--- src/rtl/dmem_arb_pkg.sv ---
// rtl/dmem_arb_pkg.sv - shared types and defaults for the data-memory arbiter
package dmem_arb_pkg;

  typedef enum logic [1:0] {
    ARB   = 2'd0,
    LOCK  = 2'd1,
    YIELD = 2'd2
  } arb_state_t;

  typedef enum logic [1:0] {
    OWN_NONE = 2'd0,
    OWN_CORE = 2'd1,
    OWN_DMA  = 2'd2
  } owner_t;

  localparam int DEF_MAX_WAIT = 4;
  localparam int DEF_LOCK_MAX = 8;

  // Bits needed to hold a counter that runs from 0 up to max_val inclusive
  function automatic int ctr_width(input int max_val);
    return (max_val < 1) ? 1 : $clog2(max_val + 1);
  endfunction

endpackage

--- src/rtl/dmem_arb_sat_ctr.sv ---
// rtl/dmem_arb_sat_ctr.sv - saturating up-counter with clear and done flag
module dmem_arb_sat_ctr
  import dmem_arb_pkg::*;
#(
  parameter int MAX = DEF_MAX_WAIT,
  parameter int W   = ctr_width(MAX)
) (
  input  logic         clk,
  input  logic         rst,
  input  logic         i_inc,
  input  logic         i_clr,
  output logic [W-1:0] o_cnt,
  output logic         o_done
);

  localparam logic [W-1:0] L_MAX = W'(MAX);

  logic [W-1:0] r_cnt;

  // Clear wins over increment; increments stop once the ceiling is reached
  always_ff @(posedge clk or posedge rst) begin
    if (rst) begin
      r_cnt <= '0;
    end else if (i_clr) begin
      r_cnt <= '0;
    end else if (i_inc && (r_cnt != L_MAX)) begin
      r_cnt <= r_cnt + W'(1);
    end
  end

  assign o_cnt  = r_cnt;
  assign o_done = (r_cnt == L_MAX);

endmodule

--- src/rtl/dmem_arbiter.sv ---
// rtl/dmem_arbiter.sv - core/DMA arbiter in front of the single-port data memory
module dmem_arbiter
  import dmem_arb_pkg::*;
#(
  parameter int AW       = 32,
  parameter int DW       = 32,
  parameter int MAX_WAIT = DEF_MAX_WAIT,
  parameter int LOCK_MAX = DEF_LOCK_MAX
) (
  input  logic          clk,
  input  logic          rst,
  input  logic          core_req,
  input  logic          core_we,
  input  logic [AW-1:0] core_addr,
  input  logic [DW-1:0] core_wdata,
  output logic [DW-1:0] core_rdata,
  output logic          core_stall,
  input  logic          dma_req_valid,
  output logic          dma_req_ready,
  input  logic          dma_we,
  input  logic [AW-1:0] dma_addr,
  input  logic [DW-1:0] dma_wdata,
  input  logic          dma_lock,
  output logic          dma_rsp_valid,
  output logic [DW-1:0] dma_rsp_rdata,
  output logic          mem_we,
  output logic [AW-1:0] mem_addr,
  output logic [DW-1:0] mem_wdata,
  input  logic [DW-1:0] mem_rdata
);

  localparam int WW = ctr_width(MAX_WAIT);
  localparam int LW = ctr_width(LOCK_MAX);

  arb_state_t    r_state;
  arb_state_t    w_next_state;
  owner_t        w_owner;
  logic          w_accept;
  logic          w_wait_done;
  logic          w_lock_hit;
  logic [LW-1:0] w_lock_cnt;
  logic [WW-1:0] w_unused_wait_cnt;
  logic          w_unused_lock_done;
  logic          r_rsp_valid;
  logic [DW-1:0] r_rsp_rdata;

  // Starvation guard: counts cycles a pending DMA request has lost
  dmem_arb_sat_ctr #(.MAX(MAX_WAIT), .W(WW)) u_wait_ctr (
    .clk    (clk),
    .rst    (rst),
    .i_inc  (dma_req_valid & ~w_accept),
    .i_clr  (~dma_req_valid | w_accept),
    .o_cnt  (w_unused_wait_cnt),
    .o_done (w_wait_done)
  );

  // Consecutive locked beats; zero whenever the arbiter is not in LOCK
  dmem_arb_sat_ctr #(.MAX(LOCK_MAX), .W(LW)) u_lock_ctr (
    .clk    (clk),
    .rst    (rst),
    .i_inc  (w_accept & dma_lock),
    .i_clr  (w_next_state != LOCK),
    .o_cnt  (w_lock_cnt),
    .o_done (w_unused_lock_done)
  );

  // The beat being accepted now is the one that fills the lock budget
  assign w_lock_hit = (w_lock_cnt == LW'(LOCK_MAX - 1));
  assign w_accept   = (w_owner == OWN_DMA);

  // Arbitration state register
  always_ff @(posedge clk or posedge rst) begin
    if (rst) begin
      r_state <= ARB;
    end else begin
      r_state <= w_next_state;
    end
  end

  // Owner selection and next-state logic; nobody owns the memory during reset
  always_comb begin
    w_owner      = OWN_NONE;
    w_next_state = r_state;
    case (r_state)
      ARB: begin
        if (dma_req_valid && (!core_req || w_wait_done)) begin
          w_owner = OWN_DMA;
        end else if (core_req) begin
          w_owner = OWN_CORE;
        end
        if (dma_req_valid && (!core_req || w_wait_done) && dma_lock) begin
          w_next_state = w_lock_hit ? YIELD : LOCK;
        end
      end
      LOCK: begin
        if (dma_req_valid) begin
          w_owner = OWN_DMA;
        end
        if (!dma_req_valid || !dma_lock) begin
          w_next_state = ARB;
        end else if (w_lock_hit) begin
          w_next_state = YIELD;
        end
      end
      YIELD: begin
        if (core_req) begin
          w_owner = OWN_CORE;
        end
        w_next_state = ARB;
      end
      default: begin
        w_next_state = ARB;
      end
    endcase
    if (rst) begin
      w_owner = OWN_NONE;
    end
  end

  // Memory port mux; idle port drives zeros
  always_comb begin
    mem_we    = 1'b0;
    mem_addr  = '0;
    mem_wdata = '0;
    case (w_owner)
      OWN_CORE: begin
        mem_we    = core_we;
        mem_addr  = core_addr;
        mem_wdata = core_wdata;
      end
      OWN_DMA: begin
        mem_we    = dma_we;
        mem_addr  = dma_addr;
        mem_wdata = dma_wdata;
      end
      default: begin
        mem_we = 1'b0;
      end
    endcase
  end

  // DMA read response: data captured at the acceptance edge, no back-pressure
  always_ff @(posedge clk or posedge rst) begin
    if (rst) begin
      r_rsp_valid <= 1'b0;
      r_rsp_rdata <= '0;
    end else begin
      r_rsp_valid <= w_accept & ~dma_we;
      if (w_accept && !dma_we) begin
        r_rsp_rdata <= mem_rdata;
      end
    end
  end

  assign dma_req_ready = w_accept;
  assign core_stall    = core_req & (w_owner != OWN_CORE) & ~rst;
  assign core_rdata    = (w_owner == OWN_CORE) ? mem_rdata : '0;
  assign dma_rsp_valid = r_rsp_valid;
  assign dma_rsp_rdata = r_rsp_rdata;

endmodule

--- config.mk ---
export PLATFORM = sky130hd
export DESIGN_NAME = dmem_arbiter
export DESIGN_NICKNAME = d
export VERILOG_FILES = /design/src/rtl/dmem_arb_pkg.sv /design/src/rtl/dmem_arb_sat_ctr.sv /design/src/rtl/dmem_arbiter.sv
export SDC_FILE = /design/constraint.sdc
export NUM_CORES = 1
export LEC_CHECK = 0
export BUFFER_PORTS_ARGS = -buffer_cell sky130_fd_sc_hd__buf_4
export CORE_AREA = 2 2 114 116
export CTS_CLUSTER_DIAMETER = 80
export CTS_CLUSTER_SIZE = 8
export DETAILED_ROUTE_END_ITERATION = 10
export DIE_AREA = 0 0 116 118
export SYNTH_ARGS = -nofsm -noshare
export SYNTH_HDL_FRONTEND = slang
export SYNTH_HIERARCHICAL = 1
export SYNTH_SLANG_ARGS = --single-unit
--- constraint.sdc ---
create_clock -name clk -period 5.4 [get_ports clk]
set_input_delay 1.35 -clock clk [delete_from_list [all_inputs] [get_ports clk]]
set_output_delay 1.35 -clock clk [all_outputs]
set_load 0.02 [all_outputs]
==> results of run 1 <==
==> power by group through the flow <==
stage | sequential, mW | combinational, mW | clock (mW)
after CTS | 0.417 | 0.564 | 0.348
final | 0.416 | 0.558 | 0.337
after global routing | 0.425 | 0.590 | 0.360
after floorplan | 0.492 | 0.208 | 0
after global placement | 0.420 | 0.558 | 0
after detailed placement | 0.417 | 0.565 | 0
==> cell type report <==
cell class / instances / area (um^2)
Clock buffer: 6 / 129
Timing Repair Buffer: 307 / 2330
Tap cell: 172 / 215
Inverter: 8 / 30.0
Fill cell: 1260 / 6820
Clock inverter: 2 / 37.5
Sequential cell: 42 / 1050
Multi-Input combinational cell: 243 / 1800
==> worst max-delay path, delay by kind of cell <==
| family | cells | cell delay (ns) |
|---|---|---|
| fa+ha+maj | 1 | 0.66 |
| compound gates | 1 | 0.13 |
| simple gates | 3 | 0.81 |
| buf+inv | 3 | 0.72 |
==> sequential cells by signal, indices dropped and copies added, names as in the netlist <==
register / count
dma_rsp_rdata: 32
dma_rsp_valid: 1
r_state: 2
u_lock_ctr/o_cnt: 4
u_wait_ctr/o_cnt: 3
==> worst paths after layout <==
check / slack (ns) / startpoint / cells after the start / end
setup / recovery: 0.38 / core_req / 8 / mem_addr[2]
hold / removal: 0.51 / dma_rsp_rdata[17] / 1 / dma_rsp_rdata[17]
setup reg to reg: 2.53 / u_wait_ctr/o_cnt[0] / 10 / u_wait_ctr/o_cnt[0]
hold reg to reg: 0.51 / dma_rsp_rdata[17] / 1 / dma_rsp_rdata[17]
max in group asynchronous: 3.76 / rst / 3 / dma_rsp_rdata[17]
min in group asynchronous: 0.97 / rst / 2 / u_wait_ctr/o_cnt[2]
==> through the flow <==
stage / util, % / area (um^2)
after floorplan: - / 3070
after global placement: 43.7 / 5430
after detailed placement: 43.7 / 5430
after CTS: 45.1 / 5590
after global routing: 45.1 / 5590
final: 45.1 / 5590
==> metal layers <==
metal  vias up  global-route usage [%]  share of wire (%)
met5         -                       0                  0
met4         0                    3.72                1.4
met3        12                    4.12                9.2
met2       182                    32.0                 49
met1      1663                    21.9                 40
li1       1695                       -                  -
==> metrics, run 1 <==
status=finished, final reports clean; normalized max-slew margin=50.2%; overall power=1.31 mW; FP Rows=41; Worst EP arrival=3.67 ns; setup bufs post-CTS=0; NetSw=418 uW; router iterations before antenna repair=4; Avg Vias per Cell=4.55; largest net degree at the start of global routing=59; CTS buffer count=5; setup ws final=0.376 ns; H-tree levels=2; final max-slew violation count=0; Layout Nets=781; clock skew=0.00499 ns; Clk pwr share=25.7%; Placer Congestion=0.901; Worst path slowest cell=ha_2; Leak=2.81 nW; CTS tree=done; initial antenna violation count=0; Root Buffer=clkbuf_16; CP Class=in -> out; Least-Margin Pin Slew=0.748 ns; synth warn=6; max capacitance violation total=0; fmax=0.199 GHz; DRT iter0 DRCs=211; vias in the first global route=3504; dpl ws=0.397 ns; most frequent cells in the layout=buf_4, nor2_1, a22oi_1; DIE HEIGHT=118 um; Net Sw Frac=31.9%; share of power burned in registers=31.8%; DRC viols=0; setup violators final=0; first-pass GRT wire length=19200 um; Fin Hold WS=0.511 ns; die extent in x=116 um; Post-Layout Cell Count=780; HPWL after detailed placement=10900 um; GRT Util Overall=18.0%; Top Ports=299; CTS sink count=42; critical path fanouts, max=44; ant diodes=0; hold buffers post-CTS=0; final WL=13300 um; unrepaired setup endpoints after global routing=false; placed insts=772; combinational share of power=42.6%; PortBufs=298; Max IR drop VDD=0.182 mV; Req. time, crit path=4.05 ns; HP Class=reg -> reg; Cell Area, Synth=3070 um^2; post-CTS sizing=0; clock buffer depth=2; final hold vios=0; core area=12400 um^2; layout cells sized above 1=58.4%; Pint=892 uW; clk slew on worst S/H paths=0.06 ns; P&R area growth vs syn=82.5%; critical path's largest stage delay=0.66 ns; crit-path most repeated cell=buf_4; setup_tns=0 ns; Skew-Pair Late Insertion Delay=0.28 ns; post-route minimum period=5.02 ns; fin crit share=93.0%; Mapped Nets=496; critical-path cell list=buf_4 -> nor3b_1 -> or3b_2 -> ha_2 -> buf_4 -> a22oi_1 -> nor2_1 -> buf_4; synthesized area per cell=9.52 um^2; initial core utilization=24.7%; total vias in the final route=3552; Crit. End Element=output pin; startpoint types=primary input; commonest non-fill, non-tap cell in the layout=buf_4; global route total overflow=0; Post-Synthesis Cells=322; Die ar.=13700 um^2; DR WL/cell=17.1 um; Power per Cell Area=234 nW/um^2; Routed Antenna Nets=0
Power figures use the tool's default switching activity.
==> run 2: changes to the inputs <==
- CORE_AREA: 2 2 114 116 -> 2 2 116 118
- CTS_BUF_LIST: not set -> sky130_fd_sc_hd__clkbuf_4
- DIE_AREA: 0 0 116 118 -> 0 0 118 120
- GPL_ROUTABILITY_DRIVEN: not set -> 0
==> run 2 against run 1 <==
Compared with the run above: wire length shrank 2.0%; critical path type unchanged; critical path depth is the same; sequential power is essentially flat; worst hold slack gained 0.013 ns; count of clock-buffer cells in the layout is the same; via count shrank 0.39%; largest power group unchanged; combinational power shrank 0.9%; core utilization shrank 3.0 points.
==> metrics, run 2 (synthesis results as in run 1) <==
post-CTS sizing=0; initial core utilization=23.6%; final hold vios=0; Req. time, crit path=4.05 ns; hold buffers post-CTS=0; most frequent cells in the layout=buf_4, nor2_1, a22oi_1; critical path's largest stage delay=0.51 ns; Final Core Density=42.1%; CTS tree=done; Routed Antenna Nets=0; die extent in x=118 um; CTS sink count=42; clock buffer depth=2; CP Class=in -> out; register area=1050 um^2; initial antenna violation count=0; worst flop-to-flop path startpoint=u_wait_ctr/o_cnt[0]; Layout Nets=778; largest net degree at the start of global routing=66; layout cells sized above 1=58.2%; HPWL after detailed placement=10700 um; Worst EP arrival=3.37 ns; Hold Crit Depth=1; core area=13000 um^2; DRC viols=0; HP Class=reg -> reg; H-tree levels=2; reg-to-reg critical path endpoint=dma_rsp_rdata[8]; Top Ports=299; reg2reg setup slack=2.26 ns; unrepaired setup endpoints after global routing=false; max capacitance violation total=0; Worst path slowest cell=ha_4; setup bufs post-CTS=0; final max-slew violation count=0; first-pass GRT wire length=19300 um; CTS buffer count=5; commonest non-fill, non-tap cell in the layout=buf_4; router iterations before antenna repair=5; GRT Util Overall=17.2%; DR WL/cell=16.8 um; DRT iter0 DRCs=234; FP Rows=42; crit-path most repeated cell=buf_4; setup violators final=0; setup_tns=0 ns; total vias in the final route=3538; Leak=2.74 nW; Fillers=1289; clock skew=0.0131 ns; Placed Area=5410 um^2; Skew-Pair Late Insertion Delay=0.34 ns; critical path fanouts, max=40; worst hold path startpoint=dma_rsp_rdata[8]; Max IR drop VDD=0.136 mV; critical-path cell list=buf_4 -> and2b_1 -> a211oi_1 -> ha_4 -> buf_12 -> a22oi_1 -> nor2_1 -> buf_4; global route total overflow=0; overall power=1.12 mW; P&R area growth vs syn=78.2%; max reg flops=32; Power per Cell Area=205 nW/um^2; final WL=13100 um; Root Buffer=clkbuf_4; Avg Vias per Cell=4.53; Least-Margin Pin Slew=0.750 ns; vias in the first global route=3442; Die ar.=14200 um^2; post-route minimum period=4.72 ns; final instance area=5460 um^2; normalized max-slew margin=49.9%; status=finished, final reports clean; Fin Hold WS=0.523 ns; clk slew on worst S/H paths=0.12 ns; area occupied by multi-input gates=1810 um^2; PortBufs=298; hold endpoint=dma_rsp_rdata[8]; startpoint types=primary input; fmax=0.212 GHz; Crit. End Element=output pin; fin crit share=87.5%; ant diodes=0; DIE HEIGHT=120 um; Reg2Reg Depth=9
==> run 2: power breakdown <==
| group | internal (mW) | switching (mW) |
|---|---|---|
| Clock | 0.0541 | 0.0980 |
| Sequential | 0.377 | 0.0403 |
| Combinational | 0.294 | 0.258 |
| Total | 0.725 | 0.397 |
==> run 2: how the worst max path moves through the flow <==
stage | start | endpoint | slack (ns) | cells after the start
2_1_floorplan | core_req | mem_addr[0] | 1.15 | 6
3_3_place_gp | dma_req_valid | mem_addr[29] | 0.73 | 8
3_5_place_dp | dma_req_valid | mem_addr[29] | 0.65 | 8
4_1_cts | dma_req_valid | mem_addr[29] | 0.64 | 8
5_1_grt | core_req | mem_addr[29] | 0.49 | 8
6_report | dma_req_valid | mem_addr[29] | 0.68 | 8
==> run 2: cell type report <==
| type | count | share of cell area, % |
|---|---|---|
| timing repair buffer | 304 | 42.0 |
| multi-input combinational | 243 | 33.2 |
| sequential | 42 | 19.2 |
| tap | 176 | 4.03 |
| clock buffer | 6 | 0.825 |
| inverter | 8 | 0.550 |
| clock inverter | 2 | 0.160 |
==> run 2: metal layers <==
metal	part of all wire, %	up-vias	global-route usage (%)
met4	1.1	0	3.69
li1	-	1691	-
met2	52	170	31.9
met5	0	-	0
met1	40	1669	20.9
met3	6.7	8	2.90
==> run 2: worst max-delay path: cells and delay by family <==
| family | cells | cell delay [ns] |
|---|---|---|
| simple gates | 2 | 0.39 |
| buf+inv | 3 | 0.56 |
| fa+ha+maj | 1 | 0.51 |
| compound gates | 2 | 0.52 |
==> run 2: per-stage QoR <==
stage	worst slack (ns)	instances
after global placement	0.729	773
after floorplan	1.15	322
after global routing	0.494	781
after detailed placement	0.651	773
after CTS	0.645	781
final	0.677	781
==> run 3: changes to the inputs <==
- CORE_AREA: 2 2 116 118 -> 2 2 117 119
- DIE_AREA: 0 0 118 120 -> 0 0 119 121
- HOLD_SLACK_MARGIN: not set -> 0.12
- PLACE_DENSITY: not set -> 0.61
- SYNTH_HIERARCHICAL: 1 -> not set
==> run 3 against run 2 <==
Compared with the run above: worst hold slack got worse by 0.0054 ns; setup slack better by 0.042 ns; sequential share of layout area up 0.17 points; wire length is 4.9% lower; synthesized cell count unchanged; core utilization down 0.71 points; flip-flop and latch count unchanged; clock power is 36% higher; register-to-register slack better by 0.25 ns; maximum frequency increased by 0.91%; power up 8.5%; via count decreased by 0.82%; largest cell class unchanged; largest power group unchanged.
==> metrics, run 3 <==
DRT iter0 DRCs=233; CP Buf/Inv Count=3; Crit. End Element=output pin; reg2reg setup slack=2.51 ns; dpl ws=0.730 ns; Distinct cells, synth=33; Worst path depth=8; final instance area=5410 um^2; Power per Cell Area=225 nW/um^2; clock skew=0.0211 ns; die extent in x=119 um; Post-Layout Cell Count=778; Max IR drop VDD=0.0969 mV; setup ws final=0.720 ns; Fillers=1315; ant diodes=0; setup_tns=0 ns; Worst EP arrival=3.33 ns; normalized max-slew margin=56.6%; clock buffer depth=2; Final Core Density=41.4%; Worst path slowest cell=ha_2; crit-path most repeated cell=buf_4; Least-Margin Pin Slew=0.651 ns; critical-path cell list=buf_4 -> nor2b_1 -> a211oi_1 -> ha_2 -> buf_4 -> a22oi_1 -> nor2_1 -> buf_4; mux share of post-synthesis cell area=15.9%; Layout Nets=775; initial antenna violation count=0; post-synthesis adder-cell area fraction=2.91%; Leak=2.80 nW; sequential area share after synthesis=34.9%; post-CTS sizing=0; Reg2Reg Depth=8; final max-slew violation count=0; critical path fanouts, max=38; Die ar.=14400 um^2; P&R area growth vs syn=80.0%; layout cells sized above 1=57.8%; synthesized area per cell=9.34 um^2; final hold vios=0; Synth area leader=dfrtp_1; Root Buffer=clkbuf_4; CTS sink count=42; H-tree levels=2; clk slew on worst S/H paths=0.12 ns; Area contributors post-synth=dfrtp_1, a22oi_1, mux2_4, nor2_1, and2_1; Top Ports=299; Hold Crit Depth=1; main combinational cell family by area after synthesis=simple AND/OR/NAND/NOR gates; critical path's largest stage delay=0.46 ns; commonest non-fill, non-tap cell in the layout=buf_4; Routed Antenna Nets=0; fin crit share=86.7%; startpoint types=primary input; number of synthesized flops with an enable pin=0; Post-Synthesis Cells=322; Simple-Gate Fraction of Synth Area=20.0%; worst hold path startpoint=dma_rsp_rdata[27]; DRC viols=0; placed insts=770; Synth async-reset ratio=100%; PortBufs=298; unrepaired setup endpoints after global routing=false; Mapped Nets=496; Avg Vias per Cell=4.51; CTS buffer count=5; post-route minimum period=4.68 ns; Compound-Gate Fraction of Synth Area=18.2%; CP Class=in -> out; reg-to-reg critical path endpoint=dma_rsp_rdata[17]; status=finished, final reports clean; count leader, synth=nor2_1; CTS tree=done; most frequent cells in the layout=buf_4, nor2_1, a22oi_1; area occupied by multi-input gates=1740 um^2; GRT Util Overall=15.8%; router iterations before antenna repair=5; DR WL/cell=16.0 um; initial core utilization=23.0%; FP Rows=42; CP delay by family, top=buffers and inverters; Req. time, crit path=4.05 ns; DIE HEIGHT=121 um; largest net degree at the start of global routing=65; vias in the first global route=3329; Post-synth top cells=nor2_1, a22oi_1, dfrtp_1; XOR/XNOR share of the synthesized area=0.582%; fmax=0.214 GHz; Placed Area=5330 um^2; first-pass GRT wire length=18200 um; max capacitance violation total=0; HP Class=reg -> reg; max reg flops=32; Skew-Pair Late Insertion Delay=0.35 ns; hold buffers post-CTS=0; final WL=12400 um; setup violators final=0; overall power=1.22 mW; worst flop-to-flop path startpoint=u_wait_ctr.o_cnt[0]; #FFs+latches synth=42; global route total overflow=0; Cell Area, Synth=3010 um^2; Fin Hold WS=0.518 ns; synth warn=0; HPWL after detailed placement=9940 um; Primary FF master, synth=dfrtp_1; hold endpoint=dma_rsp_rdata[27]; total vias in the final route=3509; register area=1050 um^2; post-synth top area share=34.9%; setup bufs post-CTS=0; core area=13100 um^2
-- run 3: power breakdown --
group,switching (mW),internal [mW]
combinational,0.282,0.309
clock,0.103,0.103
sequential,0.0379,0.382
-- run 3: cells by family (layout without fill, tap and decap cells) --
logic type,after synthesis,count (layout)
adder cells (fa/ha/maj),7,7
AO/OA/AOI/OAI,73,73
buffers and inverters,40,320
flip-flops,42,42
AND/OR/NAND/NOR,125,125
multiplexers,33,33
XOR/XNOR,2,2
-- run 3: layout make-up --
cell class	instances	area share, %
Clock buffer	6	0.832
Tap cell	176	4.07
Clock inverter	2	0.693
Sequential cell	42	19.4
Multi-Input combinational cell	240	32.1
Inverter	9	0.624
Timing Repair Buffer	303	42.3
-- run 3: worst max-delay path by stage --
stage,start,endpoint,slack [ns]
6_report,dma_req_valid,mem_wdata[12],0.72
5_1_grt,dma_req_valid,mem_wdata[12],0.50
4_1_cts,dma_req_valid,mem_addr[9],0.72
3_5_place_dp,dma_req_valid,mem_addr[9],0.73
3_3_place_gp,dma_req_valid,mem_wdata[9],0.74
2_1_floorplan,core_req,mem_addr[11],1.14
-- run 3: metal layers --
metal	vias up	routed length (um)	track usage, %
li1	1682	-	-
met1	1642	5010	20.5
met2	173	6250	26.4
met3	12	1050	4.28
met4	0	134	2.90
met5	-	0	0
